### src/rtl/bin2bcd_converter_pkg.sv
// Shared widths, defaults and FSM state encoding for the binary-to-BCD converter.
package bin2bcd_converter_pkg;

  localparam int unsigned DEF_BIN_W  = 21;
  localparam int unsigned DEF_DIGITS = 6;
  localparam int unsigned DIGIT_W    = 4;

  typedef enum logic [1:0] {
    ST_IDLE = 2'd0,
    ST_OP   = 2'd1,
    ST_DONE = 2'd2
  } state_e;

endpackage

### src/rtl/bin2bcd_converter_digit_adj.sv
// One BCD digit pre-adjust for double-dabble: add 3 when the digit is 5 or more.
module bin2bcd_converter_digit_adj
  import bin2bcd_converter_pkg::*;
(
  input  logic [DIGIT_W-1:0] din,
  output logic [DIGIT_W-1:0] dout
);

  // Input is always <= 9, so the 4-bit sum never carries out.
  assign dout = (din >= DIGIT_W'(5)) ? din + DIGIT_W'(3) : din;

endmodule

### src/rtl/bin2bcd_converter.sv
// Iterative binary-to-BCD converter: one bit per clock, with saturation above 10^DIGITS-1.
module bin2bcd_converter
  import bin2bcd_converter_pkg::*;
#(
  parameter int unsigned BIN_W  = DEF_BIN_W,
  parameter int unsigned DIGITS = DEF_DIGITS
) (
  input  logic                    clk,
  input  logic                    rst,
  input  logic                    start,
  input  logic [BIN_W-1:0]        bin,
  output logic                    ready,
  output logic                    done_tick,
  output logic [DIGIT_W*DIGITS-1:0] bcd,
  output logic                    ovf
);

  localparam int unsigned BCD_W = DIGIT_W * DIGITS;
  localparam int unsigned CNT_W = $clog2(BIN_W + 1);
  localparam logic [BIN_W-1:0] BCD_MAX = BIN_W'(10 ** DIGITS - 1);
  localparam logic [BCD_W-1:0] BCD_SAT = {DIGITS{4'h9}};

  state_e             state;
  logic [BIN_W-1:0]   shift_q;
  logic [BCD_W-1:0]   work_q;
  logic [CNT_W-1:0]   cnt_q;
  logic [BCD_W-1:0]   work_adj;
  logic [BCD_W-1:0]   work_nxt;

  for (genvar d = 0; d < DIGITS; d++) begin : g_adj
    bin2bcd_converter_digit_adj u_adj (
      .din  (work_q[DIGIT_W*d +: DIGIT_W]),
      .dout (work_adj[DIGIT_W*d +: DIGIT_W])
    );
  end

  // Shift the adjusted digits left, pulling in the next binary MSB.
  assign work_nxt = BCD_W'({work_adj, shift_q[BIN_W-1]});
  assign ready    = (state == ST_IDLE);

  always_ff @(posedge clk or posedge rst) begin
    if (rst) begin
      state     <= ST_IDLE;
      shift_q   <= '0;
      work_q    <= '0;
      cnt_q     <= '0;
      bcd       <= '0;
      ovf       <= 1'b0;
      done_tick <= 1'b0;
    end else begin
      done_tick <= 1'b0;
      case (state)
        ST_IDLE: begin
          if (start) begin
            if (bin > BCD_MAX) begin
              bcd       <= BCD_SAT;
              ovf       <= 1'b1;
              done_tick <= 1'b1;
              state     <= ST_DONE;
            end else begin
              shift_q <= bin;
              work_q  <= '0;
              ovf     <= 1'b0;
              cnt_q   <= CNT_W'(BIN_W);
              state   <= ST_OP;
            end
          end
        end
        ST_OP: begin
          work_q  <= work_nxt;
          shift_q <= {shift_q[BIN_W-2:0], 1'b0};
          cnt_q   <= cnt_q - CNT_W'(1);
          if (cnt_q == CNT_W'(1)) begin
            bcd       <= work_nxt;
            done_tick <= 1'b1;
            state     <= ST_DONE;
          end
        end
        ST_DONE: state <= ST_IDLE;
        default: state <= ST_IDLE;
      endcase
    end
  end

endmodule

### config.mk
export PLATFORM = sky130hd
export DESIGN_NAME = bin2bcd_converter
export DESIGN_NICKNAME = d
export VERILOG_FILES = /design/src/rtl/bin2bcd_converter_pkg.sv /design/src/rtl/bin2bcd_converter_digit_adj.sv /design/src/rtl/bin2bcd_converter.sv
export SDC_FILE = /design/constraint.sdc
export NUM_CORES = 1
export LEC_CHECK = 0
export ABC_AREA = 1
export ABC_CLOCK_PERIOD_IN_PS = 2800
export BUFFER_PORTS_ARGS = -buffer_cell sky130_fd_sc_hd__clkbuf_2
export CAP_MARGIN = 10
export CORE_MARGIN = 4
export CORE_UTILIZATION = 40
export DETAILED_ROUTE_END_ITERATION = 8
export PLACE_DENSITY = 0.57
export SETUP_SLACK_MARGIN = 0.4
export SKIP_CTS_REPAIR_TIMING = 1
export SYNTH_ARGS = -nofsm -noshare
export SYNTH_HDL_FRONTEND = slang
export SYNTH_SLANG_ARGS = --single-unit
### constraint.sdc
create_clock -name clk -period 2.8 [get_ports clk]
set_input_delay 0.56 -clock clk [delete_from_list [all_inputs] [get_ports clk]]
set_output_delay 0.56 -clock clk [all_outputs]
set_load 0.02 [all_outputs]
=== After elaboration in Yosys (flattened, before gate mapping) ===
Cells that the tools add are included.

* Output and inout port bits: 27
* Word-level logic and storage cells: 60
* Flip-flop bits (word level): 78
* Input bits: 24

* Multiplexer cells: 27
* $lt $le $gt $ge: 7
* Reductions and logical operators: 6
* Equality and inequality tests: 6
* $add $sub $neg: 7

{| class="wikitable"
|+ Operators by type and width
! kind !! number
|-
| $mux 24 || 5
|-
| $pmux 24 s2 || 2
|-
| $mux 21 || 2
|-
| $pmux 21 s2 || 1
|-
| $ge 4x3->1 const B || 6
|-
| $gt 21x20->1 const B || 1
|-
| $add 4x2->4 const B || 5
|-
| $mux 4 || 5
|-
| $mux 5 || 2
|-
| $pmux 5 s2 || 1
|-
| $mux 2 || 3
|-
| $ne 2x2->1 const B || 3
|-
| $eq 5x1->1 const B || 1
|-
| $sub 5x1->5 const B || 1
|-
| $pmux 2 s2 || 1
|-
| $reduce_and 2->1 || 2
|-
| $reduce_and 4->1 || 1
|-
| $add 3x2->3 const B || 1
|-
| $mux 1 || 3
|-
| $mux 3 || 1
|-
| $reduce_and 3->1 || 1
|-
| $eq 2x1->1 const B || 1
|-
| $logic_not 2->1 || 1
|-
| $ne 2x1->1 const B || 1
|-
| 2 further kinds || 2
|}

=== Logic depth before layout (Yosys ltp) ===
* Depth in word-level cells: 4
* Gate-level depth with buffers: 10
* Gate-level depth less buffers: 10

=== By module ===
Synthesis repeated with hierarchy kept, for this count alone.

* Cells, all modules: 593
* Area, all modules: 4399.2 µm²

{| class="wikitable"
|+ Modules (own cells, without submodules)
! module !! cells each !! area an instance (µm²) !! instances !! seq. area each (µm²)
|-
| bin2bcd_converter || 455 || 3588.4 || 1 || 1951.9
|-
| bin2bcd_converter_digit_adj || 23 || 135.1 || 6 || 0.0
|}

=== Least setup slack after synthesis ===
Ideal clock, no wire load.

* Kind: input port to flip-flop
* Start point: input bin[15]
* End point: register bcd[8]
* Path buffers: 1
* Data required time: 2.683 ns
* Cell stages on the path: 7
* Arrival time: 1.393 ns
* Setup time: 0.117 ns
* Slack: 1.290 ns
* Cells stage by stage: inv_1 nand2_1 a21oi_2 nand3_2 buf_2 nand3_1 nand2_1

* Longest elaborated chain between the ends: 3

{| class="wikitable"
|+ Ends and longest elaborated chain
! element !! line !! RTL
|-
| start, declared || bin2bcd_converter.sv:11 || <nowiki>input logic [BIN_W-1:0] bin,</nowiki>
|-
| $gt 21x20->1 || bin2bcd_converter.sv:55 || <nowiki>if (bin > BCD_MAX) begin</nowiki>
|-
| $ne 2x1->1 (no line) || n/a ||
|-
| $reduce_and 4->1 (no line) || n/a ||
|-
| end signal, assigned || bin2bcd_converter.sv:74 || <nowiki>bcd <= work_nxt;</nowiki>
|-
| end, declared || bin2bcd_converter.sv:14 || <nowiki>output logic [DIGIT_W*DIGITS-1:0] bcd,</nowiki>
|}

No other way between the ends.
A chain may end at the register's enable or synchronous reset.

=== Final worst setup path ===
* Start point: register state[1]
* End point: output ready

* Longest elaborated chain between the ends: 1

{| class="wikitable"
|+ Ends and longest elaborated chain
! element !! line !! RTL
|-
| start, declared || bin2bcd_converter.sv:23 || <nowiki>state_e state;</nowiki>
|-
| start signal, assigned || bin2bcd_converter.sv:43 || <nowiki>state <= ST_IDLE;</nowiki>
|-
| start signal, assigned || bin2bcd_converter.sv:59 || <nowiki>state <= ST_DONE;</nowiki>
|-
| start signal, assigned || bin2bcd_converter.sv:65 || <nowiki>state <= ST_OP;</nowiki>
|-
| $logic_not 2->1 || bin2bcd_converter.sv:39 || <nowiki>assign ready = (state == ST_IDLE);</nowiki>
|-
| end, declared || bin2bcd_converter.sv:12 || <nowiki>output logic ready,</nowiki>
|}

No other way between the ends.

==> results.toml <==
[critical_path]
crit_slowest_cell = "dfrtp_1"
cp.arrival_ns = 1.19
crit_cells = 2
end_kind = "primary output"
slowest_delay_ns = 0.47
reg2reg_depth = 7
cp_data_required_time_ns = 2.24
cp_cell_sequence = "nor2_4 -> clkbuf_2"
crit_buf_inv = 1
start_kind = "flip-flop"
cp_top_family = "flip-flops"
cp_max_fo = 3
path_class = "reg -> out"

[cts]
cts_root_buffer = "clkbuf_8"
cts_sinks = 78
clk_latency_ns = 0.36
cts.htree.levels = 3
cts_made_buffers = 9
cts_tree = "done"
clk_pin_slew_worst_paths_ns = 0.08
cts_buffer_depth = 2

[detailed_routing]
drt_pass1_iterations = 5
vias = 3787
wl_per_cell_um = 12.1
antenna_left = 0
first_iter_violations = 153
via_per_inst = 4.78
drc = 0
routed_wl_mm = 9.60

[cells_and_area]
final-seq-area_sq_um = 1950
finalNonFillerCells = 792
drive_gt1_frac = 0.142
area_delta_synth_final_pct = 13.5
multi_input_area_sq_um = 2030
post-route-util = 0.474
diodes = 0
fillers = 1080
fin_nets = 689

[yosys]
synth_top_cell_by_area = "dfrtp_1"
synth-edff-count = 0
avgSynthCellArea_sq_um = 7.21
synth_top_family_by_area = "simple AND/OR/NAND/NOR gates"
synth_cells = 606
synth_compound_area_frac = 0.0395
synthTopCellsByArea = "dfrtp_1 (45%), nand2_1 (21%), nand3_1 (11%)"
yosysSeqAreaShare = 0.447
syn-cell-area_sq_um = 4370
synthFlopType = "dfrtp_1"
synth-seq-cells = 78
synth_nets = 644
yosysTopAreaCellShare = 0.447
synthSimpleGateAreaFrac = 0.377
synth.most_common_cell = "nand2_1"
muxShareOfSynthArea = 0
synth_cell_types = 27
synthXorXnorAreaFrac = 0.00802
async_flop_share = 1.00
synth_adder_area_share = 0.0401
yosysWarnings = 0
yosys-top-cells-count = "nand2_1 (240), nand3_1 (95), dfrtp_1 (78)"

[placement]
numPortBuffers = 50
place_congestion = 0.836
dp_cells = 776
hpwl_mm = 6.39
place_ws_ns = 0.780

[power]
clockPowerShare = 0.186
power_frac_seq = 0.364
p_comb_frac = 0.450
p_leak_nw = 2.73
power_density_nw_per_um2 = 1030
internal_power_mw = 2.85
swShare = 0.443
switching_power_mw = 2.27
peakVddDrop_mv = 0.367

[sta]
worstMarginPinSlew_ns = 0.752
setup_violations = 0
hold_viol_final = 0
finalMaxSlewViolations = 0
slew_headroom = 0.498
rsz0062_at_grt = "no"
final.period_utilization = 0.625
final_critical_path_setup_slack_ns = 1.05
finalCriticalPeriod_ns = 1.75
tns_ns = 0
fmax_mhz = 571
fin_skew_ns = 0.0121

[global_routing]
grt_pass1_vias = 3670
antenna_found_initial = 0
grt_pass1_wl_mm = 16.9
grt-ovfl-total = 0
grt_use_total = 0.162
grt_max_degree = 48

[floorplanning]
io_pins = 51
start_util = 0.418
core.rowCount = 37
die_height_um = 113
die_w_um = 113
core_area_sq_um = 10500
die-area_sq_um = 12700

[hold_path]
hold_path_class = "in -> async"

[status]
status = "finished, final reports clean"

[job]
drv_cap = 0
[power by group through the flow]
stage	logic, mW	clock network [mW]	registers [mW]
2_1_floorplan	1.62	0	2.01
3_3_place_gp	2.30	0	1.87
3_5_place_dp	2.34	0	1.88
4_1_cts	2.34	1.00	1.86
5_1_grt	2.65	1.04	1.93
6_report	2.30	0.954	1.86
[worst reg2reg max path: stages, from the launching register on]
cell	delay (ns)
dfrtp_1	0.48
nor2_4	0.09
inv_2	0.56
buf_4	0.31
nand2_1	0.07
nand2_1	0.06
nand2_1	0.05
nand2_1	0.07
[cell families (layout without fill, tap and decap cells)]
| group | after synthesis | after routing |
|---|---|---|
| adders and majority gates | 14 | 14 |
| xor gates and xnor gates | 4 | 4 |
| and+or+nand+nor | 388 | 388 |
| DFF | 78 | 78 |
| AOI/OAI and AO/OA | 31 | 31 |
| buffers and inverters | 91 | 141 |
[cell usage in the layout (no fill, tap or decap), types with 5 or more instances in the layout]
| master | count |
|---|---|
| inv_1 | 60 |
| o21ai_0 | 18 |
| buf_4 | 9 |
| nor2_1 | 36 |
| nand2_1 | 240 |
| dfrtp_1 | 78 |
| ha_1 | 14 |
| clkbuf_8 | 10 |
| clkbuf_2 | 50 |
| o21bai_1 | 5 |
| nand3_1 | 95 |
| a21oi_1 | 5 |
[routing by layer]
| metal | global-route usage | up-vias | part of all wire |
|---|---|---|---|
| li1 | - | 1980 | - |
| met2 | 0.274 | 58 | 0.46 |
| met1 | 0.207 | 1738 | 0.49 |
| met3 | 0.0329 | 11 | 0.036 |
| met4 | 0.0545 | 0 | 0.016 |
| met5 | 0 | - | 0 |
[area by class of cell]
cell class | count | area share
Multi-Input combinational cell | 437 | 0.409
Timing Repair Buffer | 60 | 0.0681
Clock buffer | 10 | 0.0277
Clock inverter | 6 | 0.0171
Sequential cell | 78 | 0.393
Inverter | 65 | 0.0499
Tap cell | 136 | 0.0343
[through the flow]
| step | power, mW | hold slack, ns | instance area [sq um] |
|---|---|---|---|
| after floorplan | 3.63 | 0.450 | 4370 |
| after global placement | 4.17 | 0.455 | 4740 |
| after detailed placement | 4.23 | 0.461 | 4740 |
| after CTS | 5.21 | 0.316 | 4960 |
| after global routing | 5.62 | 0.362 | 4960 |
| final | 5.12 | 0.309 | 4960 |
[state kept, by name, summed over array words and instances (netlist names)]
| register | cells |
|---|---|
| state | 2 |
| work_q | 24 |
| ovf | 1 |
| bcd | 24 |
| shift_q | 21 |
| cnt_q | 5 |
| done_tick | 1 |
[worst paths after layout]
path                                          end                 start  slack [ns]
max                                         ready  state[1]$_DFFE_PP0P_        1.05
min                          cnt_q[3]$_DFFE_PP0P_                   rst        0.31
max reg2reg                shift_q[4]$_DFFE_PP0P_  state[1]$_DFFE_PP0P_        1.06
min reg2reg                    bcd[7]$_DFFE_PP0P_    bcd[7]$_DFFE_PP0P_        0.48
max in group asynchronous     bcd[17]$_DFFE_PP0P_                   rst        1.82
min in group clk           shift_q[0]$_DFFE_PP0P_                bin[0]        0.45
Power figures use the tool's default switching activity.
